## src/rtl/uart_rx.sv

```systemverilog
// 8N1 UART receiver: 2-flop synchronized rx, mid-bit sampling with a fixed
// clk count per bit, parallel byte out with one-cycle valid / framing-error strobes.
module uart_rx #(
  parameter int CLKS_PER_BIT = 16,
  parameter int DATA_BITS    = 8
) (
  input  logic                 clk,
  input  logic                 reset,
  input  logic                 rx,
  output logic [DATA_BITS-1:0] data_out,
  output logic                 data_valid,
  output logic                 frame_err,
  output logic                 busy
);

  localparam int CW = $clog2(CLKS_PER_BIT);
  localparam int IW = $clog2(DATA_BITS);
  localparam logic [CW-1:0] HALF_CNT = CW'(CLKS_PER_BIT / 2 - 1);
  localparam logic [CW-1:0] FULL_CNT = CW'(CLKS_PER_BIT - 1);
  localparam logic [IW-1:0] LAST_BIT = IW'(DATA_BITS - 1);

  typedef enum logic [2:0] {IDLE, START, DATA, STOP, BRK} state_t;

  state_t               state;
  logic [CW-1:0]        cnt;
  logic [IW-1:0]        bit_idx;
  logic [DATA_BITS-1:0] shift;
  logic                 rx_meta;
  logic                 rx_s;

  // Single FSM: the counter free-runs and is cleared on every state change or bit sample.
  always_ff @(posedge clk) begin
    if (reset) begin
      rx_meta    <= 1'b1;
      rx_s       <= 1'b1;
      state      <= IDLE;
      cnt        <= '0;
      bit_idx    <= '0;
      shift      <= '0;
      data_out   <= '0;
      data_valid <= 1'b0;
      frame_err  <= 1'b0;
      busy       <= 1'b0;
    end else begin
      rx_meta    <= rx;
      rx_s       <= rx_meta;
      data_valid <= 1'b0;
      frame_err  <= 1'b0;
      cnt        <= cnt + 1'b1;
      case (state)
        IDLE: begin
          if (!rx_s) begin
            state <= START;
            cnt   <= '0;
            busy  <= 1'b1;
          end
        end
        START: begin
          if (cnt == HALF_CNT) begin
            cnt     <= '0;
            bit_idx <= '0;
            if (rx_s) begin
              state <= IDLE;
              busy  <= 1'b0;
            end else begin
              state <= DATA;
            end
          end
        end
        DATA: begin
          if (cnt == FULL_CNT) begin
            cnt   <= '0;
            shift <= {rx_s, shift[DATA_BITS-1:1]};
            if (bit_idx == LAST_BIT) begin
              state <= STOP;
            end else begin
              bit_idx <= bit_idx + 1'b1;
            end
          end
        end
        STOP: begin
          if (cnt == FULL_CNT) begin
            cnt <= '0;
            if (rx_s) begin
              data_out   <= shift;
              data_valid <= 1'b1;
              state      <= IDLE;
              busy       <= 1'b0;
            end else begin
              frame_err <= 1'b1;
              state     <= BRK;
            end
          end
        end
        BRK: begin
          // A held-low line must return high before another start edge is looked for.
          if (rx_s) begin
            state <= IDLE;
            cnt   <= '0;
            busy  <= 1'b0;
          end
        end
        default: begin
          state <= IDLE;
          cnt   <= '0;
          busy  <= 1'b0;
        end
      endcase
    end
  end

endmodule
```

## config.mk

```make
export PLATFORM = sky130hd
export DESIGN_NAME = uart_rx
export DESIGN_NICKNAME = d
export VERILOG_FILES = /design/src/rtl/uart_rx.sv
export SDC_FILE = /design/constraint.sdc
export NUM_CORES = 1
export LEC_CHECK = 0
export CAP_MARGIN = 20
export CORE_MARGIN = 2
export CORE_UTILIZATION = 55
export CTS_CLUSTER_DIAMETER = 40
export DETAILED_ROUTE_END_ITERATION = 16
export DONT_BUFFER_PORTS = 1
export PLACE_DENSITY = 0.7
export SYNTH_ARGS = -nofsm -noshare
export SYNTH_HDL_FRONTEND = slang
export SYNTH_SLANG_ARGS = --single-unit
```

## constraint.sdc

```tcl
create_clock -name clk -period 1.3 [get_ports clk]
set_input_delay 0.26 -clock clk [delete_from_list [all_inputs] [get_ports clk]]
set_output_delay 0.26 -clock clk [all_outputs]
set_load 0.02 [all_outputs]
```

---- Yosys cells after proc, flatten, opt, wreduce, memory -nomap -nowiden ----
Cells that the tools add are included.
storage, ports and cells
  output and inout bits ................... 11
  register bits ........................... 31
  input bits .............................. 3
operators by class
  reduce and logical (&&, ||, !) cells .... 9
  mux-type cells .......................... 25
  equal/unequal tests ..................... 14
  bitwise gates (word level) .............. 3
  add/subtract/negate cells ............... 2
operators with widths
  kind                   number
  $mux W3                10
  $mux W4                4
  $pmux W4 S4            1
  $pmux W3 S5            1
  $ne A2 B2 Y1 const B   7
  $reduce_and A4 Y1      2
  $eq A3 B2 Y1 const B   2
  $eq A3 B3 Y1 const B   2
  $mux W1                6
  $pmux W3 S2            1
  $reduce_and A6 Y1      1
  $pmux W1 S5            1
  $add A4 B1 Y4 const B  1
  $eq A4 B3 Y1 const B   1
  $eq A4 B4 Y1 const B   1
  $add A3 B1 Y3 const B  1
  $eq A3 B1 Y1 const B   1
  $logic_not A3 Y1       1
  $not A1 Y1             3
  $reduce_and A3 Y1      1
  $reduce_or A3 Y1       1
  $mux W2                1
  $reduce_and A2 Y1      1
  $reduce_bool A2 Y1     1
  $reduce_or A2 Y1       1

---- Depth between registers and ports, before layout ----
  depth in word-level cells ............... 4
  depth in mapped cells ................... 5
  depth with buffers taken out ............ 5

---- Least setup slack after synthesis ----
No wires, ideal clock.
  kind .................................... register -> register
  from .................................... register cnt[0]
  to ...................................... register data_out[0]
  data arrival time ....................... 1.308 ns
  cell stages (with the launch flop) ...... 6
  path buffers ............................ 1
  slack ................................... -0.079 ns
  required time ........................... 1.228 ns
  cell sequence ........................... dfxtp_1 -> ha_1 -> and4_1 -> and3_1 -> buf_4 -> mux2i_1
between the ends
  cells in the longest elaborated chain, start to end .. 2
ends and longest elaborated chain
  what                         line  RTL
  start, declared              25    logic [CW-1:0] cnt;
  start signal, assigned       49    cnt <= cnt + 1'b1;
  $eq A4 B4 Y1                 82    if (cnt == FULL_CNT) begin
  $reduce_and A3 Y1 (no line)  n/a
  end signal, assigned         85    data_out <= shift;
  end, declared                10    output logic [DATA_BITS-1:0] data_out,
Every way passes these cells.
A chain may end at the register's enable or synchronous reset.

---- Worst setup path in the final report ----
  from .................................... register cnt[1]
  to ...................................... register shift[3]
between the ends
  cells in the longest elaborated chain, start to end .. 2
ends and longest elaborated chain
  what                         line  RTL
  $eq A4 B4 Y1                 71    if (cnt == FULL_CNT) begin
  $reduce_and A2 Y1 (no line)  n/a
  end signal, assigned         73    shift <= {rx_s, shift[DATA_BITS-1:1]};
  end, declared                27    logic [DATA_BITS-1:0] shift;
Every way passes these cells.

==> metrics <==
Hold Vio Cnt, Final=10; Final WS setup=-0.0596 ns; cell area after synthesis=roughly 1400 µm²; Clock Tree Buf Depth=2; Post-synth EDFFs=0; TritonCTS clock tree=done; Worst-Margin Slew=0.324 ns; CP endpoint kind=flip-flop; core box area=2450 µm²; number of global-route vias before repair=1,068; Cell variety after synth=36; diode count=0; FILL cells=199; status=complete, but fails checks; Max FO, Critical Path=7; Ports=14; Yosys top cell by area=dfxtp_1; pin count of the biggest net entering global routing=~40; Final period util=1.05; DR WL/cell=~15 µm; DRC Markers=0; mean post-synth cell area=approximately 9.3 µm²; Root Buffer=clkbuf_4; Synth top area share=0.443; Die X=approximately 54 µm; # rows=18; DR iter-0 viols=18; initial antenna violation count=0; H-tree lvl count=2; DR vias/cell=5.69; TritonCTS Sinks=31; Max-Cap Viols=0; Die Span Y=around 54 µm; worst r2r src=cnt[1]$_SDFF_PP0_; area grow syn2layout=22.1%; synth top area cells=dfxtp_1 44%, nand2b_1 7.6%, mux2i_1 6.4%; Post-Place Worst Slack=-0.101 ns; nets@finish=171; Synthesis Warnings=0; violated checks=negative hold slack, negative setup slack; Commonest cells post-synth=31 x dfxtp_1, 17 x nand2b_1, 11 x nand3_1, 11 x o21ai_0, 10 x a21oi_1; GRT Util Overall=0.217; via count=roughly 1,100; R2R setup slack=-0.06 ns; Most used DFF post-synth=dfxtp_1; Req. time, crit path=about 1.5 ns; worst rel slew slack=0.783; Worst-path clk slew=0.10 ns; RePlAce Congestion=~0.77; count of buffers from port buffering=0; leakage=approximately 0.60 nW; critical path class=reg2reg; Worst Clk Skew=between 0.008 and 0.009 ns; Slew Limit Fails=0; Period minus WS final=about 1.4 ns; RSZ-0062 raised after global routing=true; multi-input gate area in the final layout=around 800 µm²; reg2reg end=shift[3]$_SDFFE_PP0P_; hold_ws=-0.0126 ns; placed cells=185; register area share after synthesis=0.443; Hold Path Depth=1; Cells after Synth=between 150 and 200; share of layout cells above drive strength 1=0.352; Startpoint Class=flip-flop; total grt overflow=0; first-pass GRT wire length=4.53 mm; maximum vdd drop=1010 µV; Pre-antenna DRT Iters=4; fraction of registers with async set/reset=0; PnR Total Power=between 1.5 and 2 mW; CTS buffer count=5; die area=roughly 3000 µm²; Total Wirelength=around 2.9 mm; Synth Net Count=roughly 160; dpl hpwl=between 1.5 and 2 mm; Worst Setup SP=cnt[1]$_SDFF_PP0_; Hold Startpoint=reset; final setup vio count=18; Worst Hold End=shift[1]$_SDFFE_PP0P_; FF+latch count, synth=31; CP arrival=between 1.5 and 2 ns; Reg area=627 µm²; achievable frequency=around 0.74 GHz; Hold Crit Class=in2reg; non-filler cells, final=~200; Core Util, Final=0.697; most frequent cell after synthesis=dfxtp_1; Clk Latency, worst-skew pair=~0.33 ns; PwrDens=1060 nW/µm²; Routed Antenna Nets=0; Initial Util=0.571; Worst R2R Path Depth=6
## worst max-delay path, stage by stage (launching register included)
cell and delay, ns:
dfxtp_2 0.37, ha_4 0.14, buf_6 0.10, nand4_1 0.23
buf_6 0.23, o21ai_2 0.13, a21oi_2 0.06
## state kept, by name, summed over array words and instances, names as in the netlist, 3 cells and up
name,count
state,3
cnt,4
data_out,8
shift,8
bit_idx,3
## per-layer routing
| layer | vias to the layer above | global-route usage | wire (µm) |
|---|---|---|---|
| met4 | 0 | 0.113 | 42 |
| li1 | 555 | - | - |
| met1 | 533 | 0.248 | 1250 |
| met3 | 5 | 0.0519 | 99 |
| met5 | - | 0 | 0 |
| met2 | 16 | 0.371 | 1490 |
## how the worst max path moves through the flow
stage,endpoint
floorplan,data_out[0]$_SDFFE_PP0P_
global placement,cnt[3]$_SDFF_PP0_
detailed placement,data_out[5]$_SDFFE_PP0P_
CTS,data_out[5]$_SDFFE_PP0P_
global route,shift[3]$_SDFFE_PP0P_
finish,shift[3]$_SDFFE_PP0P_
## power breakdown
part	switching [mW]	internal (mW)	total, mW
registers	0.0455	0.992	1.04
clock network	0.322	0.250	0.572
logic	0.0811	0.121	0.202
## timing repair
item                                   in CTS  in global routing
gates resized for setup                    13                 24
buffers inserted                            2                  0
pin swaps                                   1                 15
endpoints found under the hold margin      13                 13
cloned                                      1                  0
setup endpoints to repair                  24                 26
## final cells by class
class | count | share of cell area
repair buffers | 18 | 0.102
flip-flops and latches | 31 | 0.366
clock inverters | 1 | 0.00293
well taps | 30 | 0.0219
clock buffers | 6 | 0.0300
multi-input cells | 106 | 0.470
inverters | 3 | 0.00658
## cell usage in the layout, fill, tap and decap left out, types with 2 or more instances in the layout
cell,synthesis,routed
nor2_1,7,7
o21ai_2,0,8
buf_6,3,2
nand2_1,2,2
nor2b_1,4,3
a21oi_1,10,8
clkbuf_4,0,5
mux2i_1,9,9
nand2b_1,17,17
nand3_1,11,11
inv_1,3,3
dfxtp_2,0,5
dfxtp_1,31,26
o21ai_0,11,3
buf_4,1,14
nand4b_1,2,2
a211oi_1,3,2
xor2_1,2,2
xnor2_1,2,2
nor3_2,1,2
or2_2,3,2
a21oi_2,0,2
nor3_1,4,2
## metrics by stage
stage	cell area [µm²]	setup TNS, ns
floorplan	1420	0
global placement	1510	-0.138
detailed placement	1510	-0.966
CTS	1630	-0.365
global route	1710	-1.57
finish	1710	-0.523
## logic make-up (layout without fill, tap and decap cells)
logic type | Yosys count | count (layout) | synth area share
simple gates | 60 | 60 | 0.255
flops | 31 | 31 | 0.443
compound gates | 30 | 30 | 0.127
buf+inv | 14 | 28 | 0.0589
mux | 9 | 9 | 0.0643
xor+xnor | 4 | 4 | 0.0250
fa+ha+maj | 3 | 3 | 0.0268
Note: power is estimated with default switching activity, not from simulation.
